==> config.mk <==
export PLATFORM = sky130hd
export DESIGN_NAME = fetch_stage
export DESIGN_NICKNAME = d
export VERILOG_FILES = /design/src/rtl/fetch_stage.sv
export SDC_FILE = /design/constraint.sdc
export NUM_CORES = 1
export LEC_CHECK = 0
export CAP_MARGIN = 10
export CORE_MARGIN = 5
export CORE_UTILIZATION = 40
export DETAILED_ROUTE_END_ITERATION = 7
export MAX_ROUTING_LAYER = met4
export PLACE_DENSITY = 0.63
export SYNTH_ARGS = -nofsm -noshare
export SYNTH_HDL_FRONTEND = slang
export SYNTH_SLANG_ARGS = --single-unit
==> constraint.sdc <==
create_clock -name clk -period 9.42 [get_ports clk]
set_clock_uncertainty 0.2 [all_clocks]
set_input_delay 0.942 -clock clk [delete_from_list [all_inputs] [get_ports clk]]
set_output_delay 0.942 -clock clk [all_outputs]
set_load 0.01 [all_outputs]
==> src/rtl/fetch_stage.sv <==
// fetch_stage: instruction fetch with a single outstanding bus request, a
// decode-facing output register and a one-entry skid buffer. Branch redirects
// honour the delay slot: the instruction after a taken branch always reaches
// decode.
//
// Optional feature macro: FETCH_PERF_EN adds perf_fetch_cnt / perf_stall_cnt.
//
// Ports:
//   clk, resetn            clock, asynchronous active-low reset
//   ireq_valid/ireq_addr   instruction-bus request (word aligned)
//   iresp_addr_ok          bus accepted the request this cycle
//   iresp_data_ok/_data    bus returns an instruction word this cycle
//   d_valid/d_pc/d_instr   decode-stage input register
//   d_stall                decode stall; output register holds
//   redirect_valid/_pc     taken branch target, sampled on d_valid && !d_stall
//   perf_fetch_cnt         (FETCH_PERF_EN) count of data_ok cycles
//   perf_stall_cnt         (FETCH_PERF_EN) count of d_valid && d_stall cycles
module fetch_stage (
  input  logic        clk,
  input  logic        resetn,
  output logic        ireq_valid,
  output logic [31:0] ireq_addr,
  input  logic        iresp_addr_ok,
  input  logic        iresp_data_ok,
  input  logic [31:0] iresp_data,
  output logic        d_valid,
  output logic [31:0] d_pc,
  output logic [31:0] d_instr,
  input  logic        d_stall,
  input  logic        redirect_valid,
  input  logic [31:0] redirect_pc
`ifdef FETCH_PERF_EN
  ,
  output logic [31:0] perf_fetch_cnt,
  output logic [31:0] perf_stall_cnt
`endif
);

  localparam logic [31:0] RESET_PC = 32'hBFC0_0000;

  typedef enum logic [1:0] {S_REQ, S_WAIT, S_FULL} state_t;

  state_t      state, state_nxt;
  logic [31:0] pc_q;
  logic [31:0] req_pc;
  logic        buf_valid;
  logic [31:0] buf_pc, buf_instr;
  logic        redir_pend;
  logic [31:0] redir_pc;

  logic        consume, req_fire, data_fire, to_buf;
  logic        redir_take, redir_defer;
  logic [31:0] data_pc;

  always_comb begin
    consume   = d_valid && !d_stall;
    req_fire  = (state == S_REQ) && iresp_addr_ok;
    // Only a response to our own outstanding request is accepted; a stray
    // data_ok (e.g. from a request issued before reset) is ignored.
    data_fire = iresp_data_ok && ((state == S_WAIT) || req_fire);
    data_pc   = (state == S_WAIT) ? req_pc : pc_q;
    to_buf    = data_fire && d_valid && d_stall;
    redir_take = consume && redirect_valid;
    // Delay slot not yet requested: fetch it first, redirect afterwards.
    // If it is being accepted this very cycle the redirect can apply at once.
    redir_defer = redir_take && (pc_q == d_pc + 32'd4) && !req_fire;

    state_nxt = state;
    unique case (state)
      S_REQ:   if (req_fire) state_nxt = data_fire ? (to_buf ? S_FULL : S_REQ) : S_WAIT;
      S_WAIT:  if (iresp_data_ok) state_nxt = to_buf ? S_FULL : S_REQ;
      S_FULL:  if (consume) state_nxt = S_REQ;
      default: state_nxt = S_REQ;
    endcase
  end

  // Gated with resetn so no request is shown while reset is held.
  assign ireq_valid = resetn && (state == S_REQ);
  assign ireq_addr  = pc_q;

  always_ff @(posedge clk or negedge resetn) begin
    if (!resetn) begin
      state      <= S_REQ;
      pc_q       <= RESET_PC;
      req_pc     <= '0;
      d_valid    <= 1'b0;
      d_pc       <= '0;
      d_instr    <= '0;
      buf_valid  <= 1'b0;
      buf_pc     <= '0;
      buf_instr  <= '0;
      redir_pend <= 1'b0;
      redir_pc   <= '0;
    end else begin
      state <= state_nxt;

      if (req_fire) begin
        req_pc     <= pc_q;
        redir_pend <= 1'b0;
      end
      if (redir_defer) begin
        redir_pend <= 1'b1;
        redir_pc   <= redirect_pc;
      end

      if (redir_take && !redir_defer)
        pc_q <= redirect_pc;
      else if (req_fire)
        pc_q <= redir_pend ? redir_pc : pc_q + 32'd4;

      if (consume) begin
        if (buf_valid) begin
          d_pc      <= buf_pc;
          d_instr   <= buf_instr;
          buf_valid <= 1'b0;
        end else if (data_fire) begin
          d_pc    <= data_pc;
          d_instr <= iresp_data;
        end else begin
          d_valid <= 1'b0;
        end
      end else if (!d_valid && data_fire) begin
        d_valid <= 1'b1;
        d_pc    <= data_pc;
        d_instr <= iresp_data;
      end else if (to_buf) begin
        buf_valid <= 1'b1;
        buf_pc    <= data_pc;
        buf_instr <= iresp_data;
      end
    end
  end

`ifdef FETCH_PERF_EN
  always_ff @(posedge clk or negedge resetn) begin
    if (!resetn) begin
      perf_fetch_cnt <= '0;
      perf_stall_cnt <= '0;
    end else begin
      if (iresp_data_ok)      perf_fetch_cnt <= perf_fetch_cnt + 32'd1;
      if (d_valid && d_stall) perf_stall_cnt <= perf_stall_cnt + 32'd1;
    end
  end
`endif

endmodule

Word-level counts from Yosys, hierarchy flattened
Cells that the tools add are included.
Widths: inputs -> output; s select.
{"block": "totals", "ram_bits": 0, "latchBits": 0, "regBits": 229, "romBits": 0, "memories": 0}
{"block": "classes", "muxes": 27, "mul": 0, "shift": 0, "magnitude_cmp": 0, "n_addsub": 2, "reduce_logical": 26, "n_bitwise": 2, "n_eq_ne": 10, "div": 0}
{"operator": "$mux 32", "n": 12}
{"operator": "$add 32x3->32 const B", "n": 2}
{"operator": "$eq 32x32->1", "n": 1}
{"operator": "$ne 2x2->1 const B", "n": 6}
{"operator": "$logic_and 1x1->1", "n": 11}
{"operator": "$mux 2", "n": 5}
{"operator": "$mux 1", "n": 9}
{"operator": "$reduce_and 3->1", "n": 3}
{"operator": "$reduce_bool 2->1", "n": 4}
{"operator": "$pmux 2 s3", "n": 1}
{"operator": "$logic_not 1->1", "n": 4}
{"operator": "$reduce_and 2->1", "n": 2}
{"operator": "$ne 3x2->1 const B", "n": 1}
{"operator": "$eq 2x1->1 const B", "n": 1}
{"operator": "$eq 2x2->1 const B", "n": 1}
{"operator": "$logic_not 2->1", "n": 1}
{"operator": "$not 1->1", "n": 2}
{"operator": "$logic_or 1x1->1", "n": 1}

Logic depth before layout (Yosys ltp)
Gate-level depths: netlist (run 1).
{"block": "logic_depth", "ltp_word": 10, "mapped_depth": 11}

Worst setup path after synthesis (run 1)
OpenSTA, ideal clock, no wires.
{"block": "synth_timing", "path_kind": "input to register", "start": "input iresp_addr_ok", "end": "register redir_pc[12]", "n_path_buf": 1, "t_arrival_ns": 2.795, "setup_time_ns": 0.125, "stages": 9, "slack_ns": 6.300, "cell_sequence": "nor3b_1 nor4_1 nand4_1 a2111oi_0 nand3_1 nor4_2 nand2_2 buf_6 mux2_4"}
{"block": "synth_between", "elab_chain_cells": 3}
{"item": "from (decl)", "line_no": "23", "rtl": "input logic iresp_addr_ok,"}
{"item": "$logic_and 1x1->1", "line_no": "57", "rtl": "req_fire = (state == S_REQ) && iresp_addr_ok;"}
{"item": "$logic_not 1->1", "line_no": "66", "rtl": "redir_defer = redir_take && (pc_q == d_pc + 32'd4) && !req_fire;"}
{"item": "$logic_and 1x1->1", "line_no": "66"}
{"item": "to (signal assigned)", "line_no": "103", "rtl": "redir_pc <= redirect_pc;"}
{"item": "to (decl)", "line_no": "49", "rtl": "logic [31:0] redir_pc;"}
No other way between the ends.
A chain may end at the register's enable or synchronous reset.

Worst setup path in the final report (run 1)
{"block": "layout_timing", "start": "input iresp_addr_ok", "end": "register redir_pc[7]"}
Same word-level chain as after synthesis.

==> out/metrics.yaml, run 1 <==
worst_setup_path:
  path_class: "in -> reg"
  r2r_cells: 8
  r2r_slack_ps: 5270
  r2r_end: "redir_pc[7]$_DFFE_PN0P_"
  path_max_fanout: 62
  rr_startpoint: "d_pc[11]$_DFFE_PN0P_"
  critPathArrivalTime_ps: 4630
  cp-start-kind: "input port"
  cp-end-kind: "register"
  cp_data_required_time_ps: 9630
floorplanning:
  core_area_um2: 29480
  die_w_um: 182.3
  dieArea_um2: 33230
  fp.dieH_um: 182.3
  pin_count: 168
  rows: 63
  initial_core_util_pct: 40.27
synth:
  synth_area_per_cell_um2: 9.552
  synth_area_um2: 11870
  synth_ff_type: "dfrtp_1"
  synth_seq_cells: 229
  syn-num-nets: 1315
  syn_inst: 1243
  synth_edf_count: 0
  synth_cell_types: 63
  synth-seq-area-share_pct: 48.36
  async_flop_share_pct: 100.0
  synth_warnings: 0
timing:
  setup_viol: 0
  fmax_mhz: 226.2
  finalMaxSlewViolations: 0
  tightest_slew_ps: 1103
  tns_ps: 0
  fin_crit_ps: 4420
  post-route-period-util_pct: 46.93
  hold_viol_final: 0
  fin_ws_ps: 5000
  relSlewSlack_pct: 26.21
  rsz0062_at_grt: "false"
routing:
  drc_errors: 0
  wl_um: 32260
  ant_nets: 0
  drtIter0Drc: 729
  firstDrtPassIters: 7
  vias_per_cell: 5.383
  routedWlPerCell_um: 18.22
  num_vias: 9533
pwr:
  clkPwrFrac_pct: 21.2
  p_sw_mw: 1.889
  p_int_mw: 2.925
  seq_power_share_pct: 39.7
  combPwrFrac_pct: 39.1
  powerDensity_nw_per_um2: 328.6
  swShare_pct: 39.24
  peakVddDrop_uv: 193.0
  cellLeakagePower_nw: 6.534
placed_design:
  post-place-ws_ps: 4491
  port_buffers: 167
  finalWeightedCongestion: 0.8738
  place_area_um2: 13780
  dp_hpwl_um: 21640
  placed_cells: 1723
clock_network:
  cts-htree-levels: 1
  cts.repair.resized: 0
  root_buffer: "clkbuf_16"
  hold_buffers: 0
  clock-sinks: 229
  insertion_delay_ps: 530
  clockBufferDepth: 3
  clk_pin_slew_worst_paths_ps: 60
  post_cts_buffers: 0
  cts_buffers: 27
  cts_tree: "done"
finish:
  layout-drive-gt1-share_pct: 10.50
  layout_commonest_cell: "nand2_1"
  syn_to_final_growth_pct: 23.40
  fin_cells: 1771
  fin_nets: 1434
  fillCellCount: 2766
  antennaDiodeCount: 0
  mostFrequentLayoutCells: "255 x nand2_1, 220 x dfrtp_1, 166 x clkdlybuf4s50_1, 164 x o21ai_0, 78 x mux2i_1"
  fin_area_um2: 14650
run:
  maxCapViolations: 0
global_routing:
  grt_pass1_wl_um: 51720
  use_met1_pct: 26.80
  grtUsageMet3_pct: 3.388
  grt_pass1_vias: 9123
  antenna_found_initial: 0
  grt_max_degree: 91
  globalRouteTotalUtil_pct: 19.64
  gr-max-usage-layer: "met2"
  grt-ovfl-total: 0
  use_met2_pct: 31.10
outcome:
  status: "finished, final reports clean"
hold_path:
  min_path_type: "in -> async"
[cell usage after synthesis, drive strengths merged, types with 6 or more instances]
cell	instances	area share [%]
and4	7	0.52
and3	8	0.42
a31oi	8	0.42
nand4	21	1.3
o22ai	10	0.53
dfrtp	220	46
a211oi	6	0.38
buf	27	1.4
o21ai	164	6.9
nand3	33	1.4
xnor2	17	1.3
a21oi	47	2.0
clkbuf	61	1.9
inv	24	0.76
xor2	19	1.4
mux2	85	8.6
nor4	13	0.79
mux2i	78	6.6
nor2	39	1.2
dfstp	9	2.0
nand2	259	8.2
nor3	12	0.55
[critical path, cell delays in order]
cell and delay [ps]:
clkdlybuf4s50_1 450, nor3b_2 170, buf_4 330, nor4_1 370
nand4_1 130, a2111oi_0 480, nand3_1 170, nor4_2 310
nand2_2 660, mux2_4 550
[how the worst max path moves through the flow]
stage / startpoint / slack, ps / endpoint / cells after the start
after global placement: iresp_addr_ok / 4640 / redir_pc[6]$_DFFE_PN0P_ / 10
after floorplan: iresp_addr_ok / 6300 / redir_pc[12]$_DFFE_PN0P_ / 9
after global routing: iresp_addr_ok / 4790 / redir_pc[6]$_DFFE_PN0P_ / 10
final: iresp_addr_ok / 5000 / redir_pc[7]$_DFFE_PN0P_ / 10
after CTS: iresp_addr_ok / 5040 / redir_pc[7]$_DFFE_PN0P_ / 10
after detailed placement: iresp_addr_ok / 4490 / redir_pc[9]$_DFFE_PN0P_ / 10
[power by group through the flow]
stage / Combinational (mW) / Sequential, mW / Clock, mW
floorplan: 1.17 / 1.77 / 0
global placement: 1.87 / 1.91 / 0
detailed placement: 1.89 / 1.93 / 0
CTS: 1.90 / 1.91 / 1.05
global route: 2.11 / 1.97 / 1.09
finish: 1.88 / 1.91 / 1.02
[final cells by class]
type | instances | area [um2] | share of cell area, %
Clock inverter | 6 | 61.31 | 0.4185
Inverter | 24 | 90.09 | 0.6149
Clock buffer | 42 | 812.0 | 5.543
Timing Repair Buffer | 178 | 1759 | 12.01
Sequential cell | 229 | 5742 | 39.19
Tap cell | 390 | 488.0 | 3.331
Multi-Input combinational cell | 902 | 5698 | 38.89
[through the flow]
stage	hold WS, ps	utilization, %	power (mW)
final	208.5	49.69	4.814
after detailed placement	263.2	46.73	3.819
after CTS	228.1	49.69	4.861
after global routing	247.4	49.69	5.173
after floorplan	244.7	-	2.940
after global placement	256.0	46.73	3.778
[logic make-up after synthesis]
logic type | after synthesis | share of synthesized area (%)
mux | 163 | 15.14
flops | 229 | 48.36
simple gates | 425 | 16.38
compound gates | 276 | 13.18
fa+ha+maj | 2 | 0.2107
xor+xnor | 36 | 2.656
buf+inv | 112 | 4.068
[flip-flops by register name, indices dropped and copies added, names as in the netlist]
signal	flops
state	2
buf_valid	1
redir_pc	32
d_instr	32
buf_instr	32
ireq_addr	32
d_pc	32
buf_pc	32
d_valid	1
req_pc	32
redir_pend	1
[per-layer routing]
metal  share of wire (%)  wire length [um]  up-vias
met3                 5.3              1694       43
met4                 1.8               573        0
met5                   0                 0        -
met2                  48             15460      223
met1                  45             14530     4659
li1                    -                 -     4608
(Power assumes the default switching activity.)
==> run 2: changes to the inputs <==
--- a/config.mk
+++ b/config.mk
@@ -10,7 +10,7 @@
 export CORE_UTILIZATION = 40
 export DETAILED_ROUTE_END_ITERATION = 7
 export MAX_ROUTING_LAYER = met4
-export PLACE_DENSITY = 0.63
+export PLACE_DENSITY = 0.65
 export SYNTH_ARGS = -nofsm -noshare
 export SYNTH_HDL_FRONTEND = slang
 export SYNTH_SLANG_ARGS = --single-unit
==> constraint.sdc (replaced) <==
create_clock -name clk -period 4 [get_ports clk]
set_clock_uncertainty 0.2 [all_clocks]
set_input_delay 0.4 -clock clk [delete_from_list [all_inputs] [get_ports clk]]
set_output_delay 0.4 -clock clk [all_outputs]
set_load 0.01 [all_outputs]
==> run 2 against run 1 <==
Worst setup slack got worse by 4500 ps. Clock power rose by 150%. Worst hold slack got worse by 29 ps. Global-route usage rose by 0.13 points. Count of clock-buffer cells in the layout fell by 5. Routed wire length rose by 0.94%.
==> out/metrics.yaml, run 2 (synthesis gave the netlist of run 1 again) <==
timing:
  fin_crit_ps: 3547
  rsz0062_at_grt: "false"  # unchanged
  hold_viol_final: 0  # unchanged
  finalMaxSlewViolations: 0  # unchanged
  setup_viol: 0  # unchanged
  whs_ps: 179.7  # was 208.5 ps
  post-route-period-util_pct: 88.68
  relSlewSlack_pct: 28.31  # was 26.21%
  tns_ps: 0  # unchanged
  fmax_mhz: 281.9
  tightest_slew_ps: 1075  # was 1103 ps
clock_network:
  clk_pin_slew_worst_paths_ps: 60  # about the same
  cts_buffers: 26  # was 27
  clock-sinks: 229  # unchanged
  clockBufferDepth: 3  # unchanged
  cts_tree: "done"  # unchanged
  cts.repair.resized: 0  # unchanged
  cts-htree-levels: 1  # unchanged
  insertion_delay_ps: 520  # was 530 ps
  root_buffer: "clkbuf_16"  # unchanged
routing:
  num_vias: 9593  # was 9,533
  drc_errors: 0  # unchanged
  routedWlPerCell_um: 18.13  # was 18.22 um
  wl_um: 32560  # was 32,260 um
  vias_per_cell: 5.341  # was 5.383
  ant_nets: 0  # unchanged
  drtIter0Drc: 599  # was 729
  firstDrtPassIters: 5  # was 7
worst_setup_path:
  critPathArrivalTime_ps: 3750  # was 4630 ps
  max_stage_delay_ps: 540  # was 660 ps
  cp_data_required_time_ps: 4210  # was 9630 ps
  cp-end-kind: "register"  # unchanged
  r2r_slack_ps: 450  # was 5270 ps
  path_class: "reg -> reg"  # was in -> reg
  path_max_fanout: 33  # was 62
  rr_startpoint: "d_pc[2]$_DFFE_PN0P_"  # was d_pc[11]$_DFFE_PN0P_
  cp_top_family: "simple AND/OR/NAND/NOR gates"  # unchanged
  worstPathCellList: "ha_1, and3_1, nand3_1, or4_1, a31oi_1, a21oi_1, nor4_2, nand2_2, buf_4, mux2_4"  # was clkdlybuf4s50_1, nor3b_2, buf_4, nor4_1, nand4_1, a2111oi_0, nand3_1, nor4_2, nand2_2, mux2_4
  cp-start-kind: "register"  # was input port
  crit_buf_inv: 1  # was 2
  r2r_cells: 10  # was 8
  path_depth: 10  # unchanged
  cpMaxStageDelayCell: "or4_1"  # was nand2_2
  r2r_end: "redir_pc[26]$_DFFE_PN0P_"  # was redir_pc[7]$_DFFE_PN0P_
finish:
  register_area_um2: 5742  # unchanged
  multi_input_area_um2: 5698  # unchanged
  fin_util_pct: 50.68  # was 49.69%
  mostFrequentLayoutCells: "255 x nand2_1, 220 x dfrtp_1, 166 x clkdlybuf4s50_1, 164 x o21ai_0, 78 x mux2i_1"  # unchanged
  fin_cells: 1796  # was 1,771
  layout-drive-gt1-share_pct: 12.31  # was 10.50%
  layout_commonest_cell: "nand2_1"  # unchanged
  fillCellCount: 2724  # was 2,766
  syn_to_final_growth_pct: 25.85  # was 23.40%
  fin_nets: 1457  # was 1,434
pwr:
  total_power_mw: 11.65  # was 4.814 mW
  peakVddDrop_uv: 310.7  # was 193.0 uV
  powerDensity_nw_per_um2: 779.9  # was 328.6 nW/um2
  cellLeakagePower_nw: 6.703  # was 6.534 nW
placed_design:
  placed_cells: 1746  # was 1,723
  dp_hpwl_um: 22480  # was 21,640 um
  finalWeightedCongestion: 0.8515  # was 0.8738
  port_buffers: 167  # unchanged
global_routing:
  grt-ovfl-total: 0  # unchanged
  grt_pass1_vias: 9492  # was 9,123
  grt_max_degree: 177  # was 91
  globalRouteTotalUtil_pct: 19.77  # was 19.64%
  antenna_found_initial: 1  # was 0
  grt_pass1_wl_um: 52430  # was 51,720 um
floorplanning:
  core_area_um2: 29480  # unchanged
  dieArea_um2: 33230  # unchanged
  pin_count: 168  # unchanged
  initial_core_util_pct: 40.27  # unchanged
  rows: 63  # unchanged
  die_w_um: 182.3  # unchanged
  fp.dieH_um: 182.3  # unchanged
outcome:
  status: "finished, final reports clean"  # unchanged
run:
  maxCapViolations: 0  # unchanged
hold_path:
  min_path_type: "in -> async"  # unchanged
==> run 2: changes by cell type in the layout (fill, tap and decap cells not counted), sizes merged <==
| cell | before | now |
|---|---|---|
| buf | 12 | 35 |
| clkbuf | 42 | 37 |
| clkinv | 4 | 7 |
| bufinv | 1 | 3 |
| diode | 0 | 1 |
| dlygate4sd3 | 0 | 1 |
==> run 2: timing repair <==
| action | 4_1_cts | 5_1_grt |
|---|---|---|
| endpoints found under the hold margin | 53 | 0 |
| setup buffers | 0 | 0 |
| hold buffers | 1 | 0 |
==> run 2: report_power, final <==
| part | internal [mW] | switching, mW | leakage (nW) |
|---|---|---|---|
| Clock | 1.57 | 0.962 | 0.463 |
| Combinational | 2.27 | 2.53 | 3.40 |
| Sequential | 3.31 | 1.02 | 2.84 |
==> run 2: per-layer routing <==
layer  GRT usage, %  up-vias  wire length (um)
li1               -     4654                 -
met1          26.39     4676             14690
met2          31.86      212             15550
met3          2.850       51              1460
met4          5.344        0               860
met5              -        -                 0
==> run 2: how the worst max path moves through the flow <==
| stage | startpoint | slack (ps) | end |
|---|---|---|---|
| after floorplan | d_pc[15]$_DFFE_PN0P_ | 910 | redir_pc[12]$_DFFE_PN0P_ |
| after global placement | d_stall | 550 | redir_pc[8]$_DFFE_PN0P_ |
| after detailed placement | d_stall | 480 | redir_pc[9]$_DFFE_PN0P_ |
| after CTS | d_pc[2]$_DFFE_PN0P_ | 480 | redir_pc[26]$_DFFE_PN0P_ |
| after global routing | d_pc[2]$_DFFE_PN0P_ | 170 | ireq_addr[30]$_DFFE_PN0P_ |
| final | d_pc[2]$_DFFE_PN0P_ | 450 | redir_pc[26]$_DFFE_PN0P_ |
==> run 2: layout make-up <==
type | count | area share [%]
Sequential cell | 229 | 38.43
Multi-Input combinational cell | 902 | 38.13
Timing Repair Buffer | 202 | 13.33
Clock buffer | 37 | 5.309
Tap cell | 390 | 3.266
Clock inverter | 11 | 0.9127
Inverter | 24 | 0.6029
Antenna cell | 1 | 0.01675
==> run 2: stage by stage <==
step | setup slack (ps) | cell area (um2)
2_1_floorplan | 907.8 | 11870
3_3_place_gp | 548.6 | 14000
3_5_place_dp | 478.7 | 14000
4_1_cts | 480.4 | 14940
5_1_grt | 171.8 | 14940
6_report | 452.7 | 14940
==> run 2: worst reg2reg max path: cells and delay by family, from the launching register on <==
family / cells / cell delay [ps]
buffers and inverters: 1 / 310
muxes: 1 / 410
adders and majority gates: 1 / 270
and+or+nand+nor: 5 / 1440
AOI/OAI and AO/OA: 2 / 370
DFF: 1 / 450
==> run 3: changes to the inputs <==
--- a/config.mk
+++ b/config.mk
@@ -6,11 +6,11 @@
 export NUM_CORES = 1
 export LEC_CHECK = 0
 export CAP_MARGIN = 10
-export CORE_MARGIN = 5
 export CORE_UTILIZATION = 40
 export DETAILED_ROUTE_END_ITERATION = 7
 export MAX_ROUTING_LAYER = met4
 export PLACE_DENSITY = 0.65
+export SETUP_SLACK_MARGIN = 0.2
 export SYNTH_ARGS = -nofsm -noshare
 export SYNTH_HDL_FRONTEND = slang
 export SYNTH_SLANG_ARGS = --single-unit
==> run 3 against run 2 <==
Register-to-register slack better by 30 ps. Die area down 8.6%. Cell area down 0.85%. Total power down 2.1%. Utilization up 0.52 points. Highest routed layer unchanged. Sequential cell count unchanged. Worst setup slack better by 31 ps. Final cell count down 0.67%. Combinational power down 2%.
==> out/metrics.yaml, run 3 (synthesis gave the netlist of run 1 again) <==
floorplanning:
  fp.dieH_um: 174.3  # was 182.3 um
  core_area_um2: 28940  # was 29,480 um2
  die_w_um: 174.3  # was 182.3 um
  dieArea_um2: 30380  # was 33,230 um2
  rows: 62  # was 63
  pin_count: 168  # unchanged
  initial_core_util_pct: 41.03  # was 40.27%
run:
  maxCapViolations: 0  # unchanged
clock_network:
  insertion_delay_ps: 530  # was 520 ps
  cts_tree: "done"  # unchanged
  clockBufferDepth: 3  # unchanged
  clock-sinks: 229  # unchanged
  root_buffer: "clkbuf_16"  # unchanged
  clk_pin_slew_worst_paths_ps: 60  # about the same
  cts_buffers: 27  # was 26
  cts-htree-levels: 1  # unchanged
global_routing:
  grt_pass1_vias: 9266  # was 9,492
  grt_pass1_wl_um: 52530  # was 52,430 um
  antenna_found_initial: 0  # was 1
  grt_max_degree: 118  # was 177
  grt-ovfl-total: 0  # unchanged
  globalRouteTotalUtil_pct: 22.37  # was 19.77%
pwr:
  powerDensity_nw_per_um2: 769.7  # was 779.9 nW/um2
  peakVddDrop_uv: 378.1  # was 310.7 uV
  cellLeakagePower_nw: 6.648  # was 6.703 nW
routing:
  drtIter0Drc: 668  # was 599
  vias_per_cell: 5.278  # was 5.341
  num_vias: 9416  # was 9,593
  firstDrtPassIters: 5  # unchanged
  drc_errors: 0  # unchanged
  ant_nets: 0  # unchanged
  wl_um: 32020  # was 32,560 um
  routedWlPerCell_um: 17.95  # was 18.13 um
placed_design:
  port_buffers: 167  # unchanged
  dp_hpwl_um: 22190  # was 22,480 um
  placed_cells: 1738  # was 1,746
  finalWeightedCongestion: 0.8432  # was 0.8515
worst_setup_path:
  rr_startpoint: "d_pc[11]$_DFFE_PN0P_"  # was d_pc[2]$_DFFE_PN0P_
  critPathArrivalTime_ps: 3730  # was 3750 ps
  cp-start-kind: "register"  # unchanged
  path_class: "reg -> reg"  # unchanged
  cp-end-kind: "register"  # unchanged
  r2r_slack_ps: 480  # was 450 ps
  path_max_fanout: 32  # was 33
  r2r_cells: 9  # was 10
  startpoint: "d_pc[11]$_DFFE_PN0P_"  # was d_pc[2]$_DFFE_PN0P_
  cp_data_required_time_ps: 4210  # about the same
timing:
  relSlewSlack_pct: 49.39  # was 28.31%
  hold_viol_final: 0  # unchanged
  rsz0062_at_grt: "false"  # unchanged
  post-route-period-util_pct: 87.91  # was 88.68%
  fmax_mhz: 284.4  # was 281.9 MHz
  tns_ps: 0  # unchanged
  finalMaxSlewViolations: 0  # unchanged
  fin_crit_ps: 3516  # was 3547 ps
  setup_viol: 0  # unchanged
  tightest_slew_ps: 759.1  # was 1075 ps
finish:
  syn_to_final_growth_pct: 24.79  # was 25.85%
  fin_cells: 1784  # was 1,796
  fillCellCount: 2652  # was 2,724
  antennaDiodeCount: 0  # was 1
  layout-drive-gt1-share_pct: 11.71  # was 12.31%
  register_area_um2: 5742  # unchanged
  layout_commonest_cell: "nand2_1"  # unchanged
  fin_nets: 1456  # was 1,457
  multi_input_area_um2: 5708  # was 5698 um2
  mostFrequentLayoutCells: "255 x nand2_1, 220 x dfrtp_1, 166 x clkdlybuf4s50_1, 164 x o21ai_0, 78 x mux2i_1"  # unchanged
hold_path:
  min_path_type: "in -> async"  # unchanged
outcome:
  status: "finished, final reports clean"  # unchanged
==> run 3: critical path, cell delays in order (launching register included) <==
cell       delay, ps
dfrtp_1          480
and4_1           400
nand4_4          230
or3_1            440
a2111oi_1        490
o2111ai_1        190
nor4_2           300
a21oi_4          110
buf_12           190
mux2_1           340
==> run 3: path summary, 6_finish.rpt <==
| kind | endpoint |
|---|---|
| min in group clk | ireq_addr[22]$_DFFE_PN1P_ |
| max | ireq_addr[3]$_DFFE_PN0P_ |
| min reg2reg | req_pc[22]$_DFFE_PN0P_ |
| max in group asynchronous | d_pc[22]$_DFFE_PN0P_ |
| min | buf_instr[20]$_DFFE_PN0P_ |
| max reg2reg | ireq_addr[3]$_DFFE_PN0P_ |
==> run 3: layout make-up <==
cell class              instances  share of cell area (%)
clock buffers                  42                   5.481
repair buffers                200                   13.26
well taps                     384                   3.243
flip-flops and latches        229                   38.76
multi-input cells             902                   38.53
inverters                      24                  0.6081
clock inverters                 3                  0.1267
==> run 3: through the flow <==
stage / cell area (um2) / util, % / hold slack [ps] / setup WS [ps] / power (mW)
finish: 14820 / 51.20 / 189.1 / 483.7 / 11.40
global route: 14820 / 51.20 / 212.5 / 230.3 / 12.24
CTS: 14810 / 51.17 / 184.4 / 457.4 / 11.51
detailed placement: 13960 / 48.26 / 159.1 / 460.7 / 9.143
global placement: 13960 / 48.26 / 155.4 / 510.5 / 9.033
floorplan: 11870 / - / -95.59 / 907.8 / 6.924
==> run 3: power breakdown <==
group / switching [mW] / total (mW) / internal (mW)
Combinational: 2.47 / 4.70 / 2.24
Clock: 0.945 / 2.32 / 1.38
Sequential: 1.07 / 4.38 / 3.31
==> run 3: routing by layer <==
metal | vias to the layer above | GRT usage, % | share of wire [%]
met1 | 4543 | 30.50 | 46
li1 | 4635 | - | -
met3 | 46 | 3.500 | 4.8
met2 | 192 | 34.83 | 47
met5 | - | - | 0
met4 | 0 | 5.409 | 2.0
==> run 3: what timing repair did <==
item,in CTS,in global routing
gates resized for setup,0,4
setup endpoints to repair,0,41
hold endpoints to repair,53,0
hold buffers,1,0
setup buffers,0,0
